[config.mk]
export PLATFORM = sky130hd
export DESIGN_NAME = alu_exec_unit
export DESIGN_NICKNAME = d
export VERILOG_FILES = /design/src/rtl/alu_pkg.sv /design/src/rtl/alu_shift_iter.sv /design/src/rtl/alu_exec_unit.sv
export SDC_FILE = /design/constraint.sdc
export NUM_CORES = 1
export LEC_CHECK = 0
export ABC_AREA = 1
export CAP_MARGIN = 10
export CORE_MARGIN = 2
export CORE_UTILIZATION = 56
export CTS_BUF_LIST = sky130_fd_sc_hd__clkbuf_16
export DETAILED_ROUTE_END_ITERATION = 7
export PLACE_DENSITY = 0.79
export RECOVER_POWER = 25
export SETUP_SLACK_MARGIN = 0.02
export SLEW_MARGIN = 20
export SYNTH_ARGS = -nofsm -noshare
export SYNTH_HDL_FRONTEND = slang
export SYNTH_SLANG_ARGS = --single-unit
[constraint.sdc]
create_clock -name clk_i -period 1.9 [get_ports clk_i]
set_input_delay 0.38 -clock clk_i [delete_from_list [all_inputs] [get_ports clk_i]]
set_output_delay 0.38 -clock clk_i [all_outputs]
set_load 0.02 [all_outputs]
[src/rtl/alu_pkg.sv]
// Shared ALU definitions: control codes, FSM states and the single-cycle result/flag functions.
// Also used by the ALU decoder, so the control code values must not change.
package alu_pkg;

   localparam int XLEN = 32;

   typedef enum logic [3:0] {
      ALU_ADD   = 4'b0000,
      ALU_SUB   = 4'b0001,
      ALU_AND   = 4'b0010,
      ALU_OR    = 4'b0011,
      ALU_XOR   = 4'b0100,
      ALU_SLL   = 4'b0101,
      ALU_SRL   = 4'b0110,
      ALU_SLT   = 4'b0111,
      ALU_SLTU  = 4'b1000,
      ALU_SRA   = 4'b1001,
      ALU_SUBNZ = 4'b1010,
      ALU_SLTNZ = 4'b1011,
      ALU_LUI   = 4'b1111
   } alu_ctrl_e;

   typedef enum logic [1:0] {
      S_IDLE  = 2'd0,
      S_SHIFT = 2'd1,
      S_DONE  = 2'd2
   } state_e;

   function automatic logic is_shift(alu_ctrl_e op);
      return (op == ALU_SLL) || (op == ALU_SRL) || (op == ALU_SRA);
   endfunction

   // Codes not listed in the enum fall into the default arm and behave as ADD.
   function automatic logic [XLEN-1:0] alu_calc(alu_ctrl_e op, logic [XLEN-1:0] a,
                                                logic [XLEN-1:0] b);
      logic [4:0] sh;
      sh = b[4:0];
      case (op)
         ALU_SUB, ALU_SUBNZ: return a - b;
         ALU_AND:            return a & b;
         ALU_OR:             return a | b;
         ALU_XOR:            return a ^ b;
         ALU_SLL:            return a << sh;
         ALU_SRL:            return a >> sh;
         ALU_SLT, ALU_SLTNZ: return {{(XLEN-1){1'b0}}, $signed(a) < $signed(b)};
         ALU_SLTU:           return {{(XLEN-1){1'b0}}, a < b};
         ALU_SRA:            return $signed(a) >>> sh;
         ALU_LUI:            return b << 12;
         default:            return a + b;
      endcase
   endfunction

   // BNE/BGE reuse SUB/SLT with the sense of the branch flag flipped.
   function automatic logic alu_zero(alu_ctrl_e op, logic [XLEN-1:0] res);
      return (res == '0) ^ ((op == ALU_SUBNZ) || (op == ALU_SLTNZ));
   endfunction

endpackage

[src/rtl/alu_shift_iter.sv]
// Iterative shifter: one bit per cycle for SLL/SRL/SRA, counting the shift amount down.
// done is asserted in the cycle whose step yields the final value on result.
module alu_shift_iter
   import alu_pkg::*;
(
   input  logic            clk,
   input  logic            rst_n,
   input  logic            flush,
   input  logic            start,
   input  alu_ctrl_e       op,
   input  logic [XLEN-1:0] a,
   input  logic [4:0]      shamt,
   output logic            busy,
   output logic            done,
   output logic [XLEN-1:0] result
);
   logic [XLEN-1:0] work_q;
   logic [4:0]      cnt_q;
   alu_ctrl_e       op_q;
   logic            busy_q;
   logic [XLEN-1:0] step;

   always_comb begin
      case (op_q)
         ALU_SRL: step = {1'b0, work_q[XLEN-1:1]};
         ALU_SRA: step = {work_q[XLEN-1], work_q[XLEN-1:1]};
         default: step = {work_q[XLEN-2:0], 1'b0};
      endcase
   end

   assign busy   = busy_q;
   assign done   = busy_q && (cnt_q == 5'd1);
   assign result = step;

   always_ff @(posedge clk or negedge rst_n) begin
      if (!rst_n) begin
         work_q <= '0;
         cnt_q  <= '0;
         op_q   <= ALU_SLL;
         busy_q <= 1'b0;
      end else if (flush) begin
         busy_q <= 1'b0;
      end else if (start) begin
         work_q <= a;
         cnt_q  <= shamt;
         op_q   <= op;
         busy_q <= 1'b1;
      end else if (busy_q) begin
         work_q <= step;
         cnt_q  <= cnt_q - 5'd1;
         if (cnt_q == 5'd1) busy_q <= 1'b0;
      end
   end

endmodule

[src/rtl/alu_exec_unit.sv]
// Execute-stage ALU with valid/ready handshake and a held output register.
// Define ALU_FAST_SHIFT_EN for single-cycle barrel shifts; otherwise shifts iterate one bit per cycle.
module alu_exec_unit
   import alu_pkg::*;
(
   input  logic            clk_i,
   input  logic            rst_n_i,
   input  logic            flush_i,
   input  logic            in_valid_i,
   output logic            in_ready_o,
   input  logic [3:0]      alu_control_i,
   input  logic [XLEN-1:0] src_a_i,
   input  logic [XLEN-1:0] src_b_i,
   output logic            out_valid_o,
   input  logic            out_ready_i,
   output logic [XLEN-1:0] result_o,
   output logic            zero_o
);
   state_e          state_q, state_d;
   logic [XLEN-1:0] result_q, result_d;
   logic            zero_q, zero_d;
   logic            hs;
   alu_ctrl_e       ctrl;
   logic [XLEN-1:0] calc;

   assign ctrl        = alu_ctrl_e'(alu_control_i);
   assign calc        = alu_calc(ctrl, src_a_i, src_b_i);
   assign in_ready_o  = (state_q == S_IDLE) || ((state_q == S_DONE) && out_ready_i);
   assign hs          = in_valid_i && in_ready_o && !flush_i;
   assign out_valid_o = (state_q == S_DONE);
   assign result_o    = result_q;
   assign zero_o      = zero_q;

`ifndef ALU_FAST_SHIFT_EN
   logic            sh_start, sh_busy, sh_done;
   logic [XLEN-1:0] sh_result;

   alu_shift_iter u_shift (
      .clk    (clk_i),
      .rst_n  (rst_n_i),
      .flush  (flush_i),
      .start  (sh_start),
      .op     (ctrl),
      .a      (src_a_i),
      .shamt  (src_b_i[4:0]),
      .busy   (sh_busy),
      .done   (sh_done),
      .result (sh_result)
   );
`endif

   always_comb begin
      state_d  = state_q;
      result_d = result_q;
      zero_d   = zero_q;
`ifndef ALU_FAST_SHIFT_EN
      sh_start = 1'b0;
`endif
      case (state_q)
         S_SHIFT: begin
`ifndef ALU_FAST_SHIFT_EN
            if (sh_done) begin
               state_d  = S_DONE;
               result_d = sh_result;
               zero_d   = (sh_result == '0);
            end else if (!sh_busy) begin
               state_d = S_IDLE;
            end
`else
            state_d = S_IDLE;
`endif
         end
         default: begin
            if ((state_q == S_DONE) && out_ready_i) state_d = S_IDLE;
            if (hs) begin
               state_d  = S_DONE;
               result_d = calc;
               zero_d   = alu_zero(ctrl, calc);
`ifndef ALU_FAST_SHIFT_EN
               // Zero-length shifts skip the iterator and complete like any other op.
               if (is_shift(ctrl) && (src_b_i[4:0] != 5'd0)) begin
                  sh_start = 1'b1;
                  state_d  = S_SHIFT;
                  result_d = result_q;
                  zero_d   = zero_q;
               end
`endif
            end
         end
      endcase
      if (flush_i) state_d = S_IDLE;
   end

   always_ff @(posedge clk_i or negedge rst_n_i) begin
      if (!rst_n_i) begin
         state_q  <= S_IDLE;
         result_q <= '0;
         zero_q   <= 1'b0;
      end else begin
         state_q  <= state_d;
         result_q <= result_d;
         zero_q   <= zero_d;
      end
   end

endmodule

==> metrics, run 1 <==
synthesized netlist cell count=2,814; boundary pin count=108; Clock Tree Root=sky130_fd_sc_hd__clkbuf_16; most used flip-flop cell after synthesis=sky130_fd_sc_hd__dfrtp_1; final RePlAce weighted congestion=between 1 and 1.5; stop err=[ERROR GRT-0116] Global routing finished with congestion. Check the congestion regions in the DRC Viewer.; TritonCTS Buffers=9; count of buffers from port buffering=107; overflow left after global routing=403; global routing usage summed across all routing layers=0.839; global-route wire length before repair=183 mm; sequential share of the synthesized area=0.130; number of clock sinks=just under 80; estimated wirelength of the detail-placed design=61.4 mm; ys async rst share=1.00; vias in the first global route=29,501; run status=did not finish; simple-gate share of the synthesized area=0.510; pin count of the biggest net entering global routing=59; synthesized-area fraction occupied by ao, oa, aoi and oai cells=0.124; xor and xnor fraction of the mapped netlist area=0.00294; number of distinct library cells after synthesis=53; # rows=59; width of the die=167 um; EDFF count, synth=0; number of register bits inferred by synthesis=77; Post-Synth Adder-Cell Area=0.0859; Max Root-Sink Buffers=2; die height=~170 um; main combinational cell family by area after synthesis=simple AND/OR/NAND/NOR gates; number of warnings issued by yosys=0; top cells by area, synth=sky130_fd_sc_hd__nand2_1 (24%), sky130_fd_sc_hd__nand3_1 (16%), sky130_fd_sc_hd__dfrtp_1 (13%); mean instance size in the synthesized netlist=around 5.3 um^2; synthesized cell area=14,900 um^2; Stop stage=global routing; initial cell density of the core=0.571; mux cell area share after synthesis=0.00404; fraction of post-synthesis cell area in the top cell type by area=0.242; H-tree depth reported by CTS=3; Syn Nets=2,988; Synth area leader=sky130_fd_sc_hd__nand2_1
metal layers:
| metal | global-route usage | GRT overflow |
|---|---|---|
| met1 | 0.842 | 10 |
| met2 | 0.965 | 247 |
| met3 | 0.740 | 22 |
| met4 | 0.799 | 123 |
| met5 | 0.475 | 1 |
cells in the mapped netlist (3+ instances only):
| cell type | number |
|---|---|
| sky130_fd_sc_hd__o22ai_1 | 44 |
| sky130_fd_sc_hd__buf_6 | 7 |
| sky130_fd_sc_hd__nand2_2 | 5 |
| sky130_fd_sc_hd__clkbuf_1 | 31 |
| sky130_fd_sc_hd__xor2_1 | 4 |
| sky130_fd_sc_hd__o221ai_1 | 3 |
| sky130_fd_sc_hd__mux2i_1 | 6 |
| sky130_fd_sc_hd__nand3b_1 | 5 |
| sky130_fd_sc_hd__a31oi_1 | 3 |
| sky130_fd_sc_hd__nor3_1 | 19 |
| sky130_fd_sc_hd__dfrtp_1 | 75 |
| sky130_fd_sc_hd__nor2_1 | 235 |
| sky130_fd_sc_hd__nor2_2 | 6 |
| sky130_fd_sc_hd__buf_1 | 14 |
| sky130_fd_sc_hd__inv_2 | 15 |
| sky130_fd_sc_hd__o211ai_1 | 13 |
| sky130_fd_sc_hd__o2111ai_1 | 3 |
| sky130_fd_sc_hd__inv_1 | 376 |
| sky130_fd_sc_hd__nand4_1 | 51 |
| sky130_fd_sc_hd__ha_1 | 99 |
| sky130_fd_sc_hd__a221oi_1 | 14 |
| sky130_fd_sc_hd__nand3_1 | 471 |
| sky130_fd_sc_hd__o21ai_0 | 108 |
| sky130_fd_sc_hd__or2_2 | 5 |
| sky130_fd_sc_hd__o21ai_1 | 4 |
| sky130_fd_sc_hd__buf_2 | 69 |
| sky130_fd_sc_hd__buf_4 | 6 |
| sky130_fd_sc_hd__a21oi_1 | 115 |
| sky130_fd_sc_hd__o21bai_1 | 6 |
| sky130_fd_sc_hd__and2_1 | 10 |
| sky130_fd_sc_hd__nand2_1 | 959 |
| sky130_fd_sc_hd__nor2_4 | 5 |
through the flow:
stage	TNS (ps)	area, um^2	cells	worst slack (ps)
floorplan	-9210	15200	2814	-706
global placement	-87090	19800	3608	-1770
detailed placement	-92150	19800	3608	-1790
CTS	-23320	22600	3700	-589
cell families after synthesis:
logic type,after synthesis
buffers and inverters,521
AO/OA/AOI/OAI,325
AND/OR/NAND/NOR,1779
flip-flops,77
multiplexers,6
XOR/XNOR,5
adder cells (fa/ha/maj),101
timing repair:
action,CTS
hold buffers,1
pin swaps,173
hold endpoints to repair,24
gates resized for setup,801
cloned,5
setup buffers,72
setup endpoints to repair,79
==> run 2, diff against run 1 <==
Settings changed: CORE_UTILIZATION 56 to 40, CTS_BUF_LIST sky130_fd_sc_hd__clkbuf_16 to unset, PLACE_DENSITY 0.79 to unset, PLACE_DENSITY_LB_ADDON set to 0.15, SETUP_SLACK_MARGIN 0.02 to unset.
Clock period 1.9 ns to 2.47 ns, I/O delays scaled along.
==> metrics, run 2 <==
antenna violations before repair=1; final RePlAce weighted congestion=roughly 1.1; pin count of the biggest net entering global routing=59; H-tree depth reported by CTS=3; global routing usage summed across all routing layers=0.459; most used flip-flop cell after synthesis=sky130_fd_sc_hd__dfrtp_1; run status=finished, violations left; worst hold stages=2; initial cell density of the core=0.406; min setup slack post-route=-323 ps; Max-Cap Viols=1; placeable core region=about 37,000 um^2; total area of multi-input combinational cells=13,700 um^2; power density normalized to cell area=about 430 nW/um^2; clock skew after layout=4.35 ps; overflow left after global routing=0; share of the clock period used by the worst path after layout=1.13; boundary pin count=approximately 110; dominant cell by count in the synthesized netlist=sky130_fd_sc_hd__nand2_1; Worst Setup End Kind=flip-flop; count of vias placed by the detailed router=23,773; latest clock arrival within the worst-skew pair=~340 ps; EDFF count, synth=0; CP peak stage delay=between 300 and 400 ps; top cells by area, synth=sky130_fd_sc_hd__nand2_1 (24%), sky130_fd_sc_hd__nand3_1 (16%), sky130_fd_sc_hd__dfrtp_1 (13%); max_slew headroom=-0.0950; portion of total power attributed to combinational logic=0.677; commonest cells after routing, fill and taps aside=sky130_fd_sc_hd__nand2_1 (747), sky130_fd_sc_hd__buf_4 (647), sky130_fd_sc_hd__nand3_1 (382); synthesized netlist cell count=2,814; reg2reg path depth=9; capture endpoint of the worst hold path=result_o[24]$_DFFE_PN0P_; most frequent CP cell=sky130_fd_sc_hd__nand2_1; post-DR wirelength/cell=23.1 um; DR iter-0 viols=approximately 3,100; synthesized cell area=14,900 um^2; die height=roughly 200 um; Clk network pwr share=0.140; remaining antenna violation count=0; critical path's top delay family=simple AND/OR/NAND/NOR gates; global-route wire length before repair=132 mm; sequential share of the synthesized area=0.130; Hold Crit Start=result_o[24]$_DFFE_PN0P_; ys async rst share=1.00; shortest clock period the worst path allows after layout=2790 ps; DR vias/cell=between 5 and 6; Filler Cell Count=3,189; critical path peak fanout=5; share of layout cells above drive strength 1=0.424; path type of the worst setup path=in2reg; # rows=70; cts-stage hold buffer count=0; die area=38,800 um^2; kind of start point of the critical path=input port; series of cell instances along the critical path=dlygate4sd2_1 > buf_6 > buf_12 > nand2_1 > buf_4 > nand3_2 > nand3_1 > nand2_2 > o211ai_1 > nand2_1 > nor2_4 > nand3_2 > nor2_1 > nand2_1 > nor2_1 > nand2_1 > o21ai_2 > nand3_2 > a21oi_2; worst endpoint required time=2740 ps; classification of the worst-slack hold path=reg2reg; internal cell power=around 5700 uW; width of the die=197 um; reg2reg start=u_shift.op_q[0]$_DFFE_PN1P_; # DRC=0; register-to-register setup slack=-80 ps; number of endpoints with negative hold slack in the final report=0; number of clock sinks=77; Psw=5190 uW; Max Root-Sink Buffers=2; Clock Tree Root=sky130_fd_sc_hd__clkbuf_16; sequential cell fraction of total power=0.184; setup TNS=-851 ps; Syn Nets=2,988; mean instance size in the synthesized netlist=approximately 5.3 um^2; Worst VDD drop=446 uV; number of optimization iterations in the first detailed-route pass=7; violated checks=max-capacitance violations, max-slew violations, negative setup slack; TritonCTS Buffers=9; final wirelength=roughly 93 mm; number of nets in the layout=3,729; switching part of the total power=0.476; placement-stage worst setup slack=-1570 ps; P_leak=0.0133 uW; vias in the first global route=22,389; count of buffers from port buffering=107; fraction of post-synthesis cell area in the top cell type by area=0.242; RSZ-0062 raised after global routing=true; Synth area leader=sky130_fd_sc_hd__nand2_1; most common library cell in the layout ignoring fill and taps=sky130_fd_sc_hd__nand2_1; flip-flop and latch area=1930 um^2; number of warnings issued by yosys=0; TritonCTS clock tree=done; number of register bits inferred by synthesis=77; top post-synthesis cells by count=sky130_fd_sc_hd__nand2_1 (959), sky130_fd_sc_hd__nand3_1 (471), sky130_fd_sc_hd__inv_1 (376); total buffers and inverters traversed by the critical path=4; number of distinct library cells after synthesis=53; worst-margin pin slew=1640 ps; critical path data arrival time=3060 ps; total of endpoints with negative setup slack in the final report=11; capture point of the worst reg-to-reg path=zero_o$_DFFE_PN0P_; estimated wirelength of the detail-placed design=73.8 mm; Max Transition Viols Final=30; Area growth, synth to finish=71.0%; crit path max-delay cell type=sky130_fd_sc_hd__o211ai_1; clock transition time at the flip-flop clock pins of the worst setup and hold paths=60 ps; Highest Clock Rate=~0.36 GHz
## run 2: cell counts after synthesis
No cell type changed its count.
## run 2: power by group through the flow
stage	Clock (uW)	Sequential (uW)	Combinational (uW)
2_1_floorplan	0	2090	2750
3_3_place_gp	0	1980	5820
3_5_place_dp	0	2000	5900
4_1_cts	1530	1990	6690
5_1_grt	1600	2050	7740
6_report	1520	2010	7390
## run 2: worst max path at each step
stage,cells past startpoint,endpoint,slack [ps],from
3_5_place_dp,18,zero_o$_DFFE_PN0P_,-1570,src_a_i[15]
4_1_cts,21,zero_o$_DFFE_PN0P_,-240,src_b_i[0]
5_1_grt,25,zero_o$_DFFE_PN0P_,-420,src_a_i[4]
3_3_place_gp,18,zero_o$_DFFE_PN0P_,-1600,src_a_i[15]
6_report,19,zero_o$_DFFE_PN0P_,-320,src_a_i[22]
2_1_floorplan,24,zero_o$_DFFE_PN0P_,-270,src_b_i[4]
## run 2: cell families (layout without fill, tap and decap cells)
family | Yosys count | after routing | synth area share
other cells | 0 | 1 | 0
compound gates | 325 | 325 | 0.124
mux | 6 | 6 | 0.00404
simple gates | 1779 | 1779 | 0.510
buf+inv | 521 | 1267 | 0.143
flops | 77 | 77 | 0.130
fa+ha+maj | 101 | 101 | 0.0859
xor+xnor | 5 | 5 | 0.00294
## run 2: worst min-delay path, cell delays in order, from the launching register on
cell and delay, ps:
sky130_fd_sc_hd__dfrtp_1 340, sky130_fd_sc_hd__nand2_1 60, sky130_fd_sc_hd__nand2_1 50
## run 2: layout make-up
class,instances,area share
timing repair buffer,858,0.290
antenna,1,0.0000983
tap,468,0.0230
multi-input combinational,2216,0.537
sequential,77,0.0758
inverter,393,0.0608
clock buffer,12,0.0105
clock inverter,4,0.00305
## run 2: timing repair
| action | in CTS | in global routing |
|---|---|---|
| cloned | 4 | 1 |
| gates resized for setup | 802 | 371 |
| endpoints found under the setup margin | 75 | 34 |
| pin swaps | 190 | 183 |
| setup buffers | 79 | 38 |
## run 2: per-layer routing
| metal | routed length [um] | GRT usage | vias to the layer above |
|---|---|---|---|
| met5 | 11 | 0 | - |
| met4 | 7920 | 0.324 | 2 |
| met3 | 11500 | 0.123 | 436 |
| met2 | 38900 | 0.690 | 1676 |
| met1 | 34600 | 0.570 | 11078 |
| li1 | - | - | 10581 |
## run 2: through the flow
step	cells	hold slack (ps)	total power, uW	utilization	area [um^2]
after floorplan	2814	198	4840	-	15000
after detailed placement	3910	448	7900	0.577	21100
after global placement	3910	440	7800	0.577	21100
after CTS	4002	90.9	10200	0.661	24200
final	4029	478	10900	0.695	25400
after global routing	4028	503	11400	0.695	25400
Note: power is estimated with default switching activity, not from simulation.
==> run 3, diff against run 2 <==
Settings changed: CAP_MARGIN 10 to 20, SLEW_MARGIN 20 to unset.
==> results of run 3 <==
The final DEF is identical to that of run 2; final timing and power are the same.
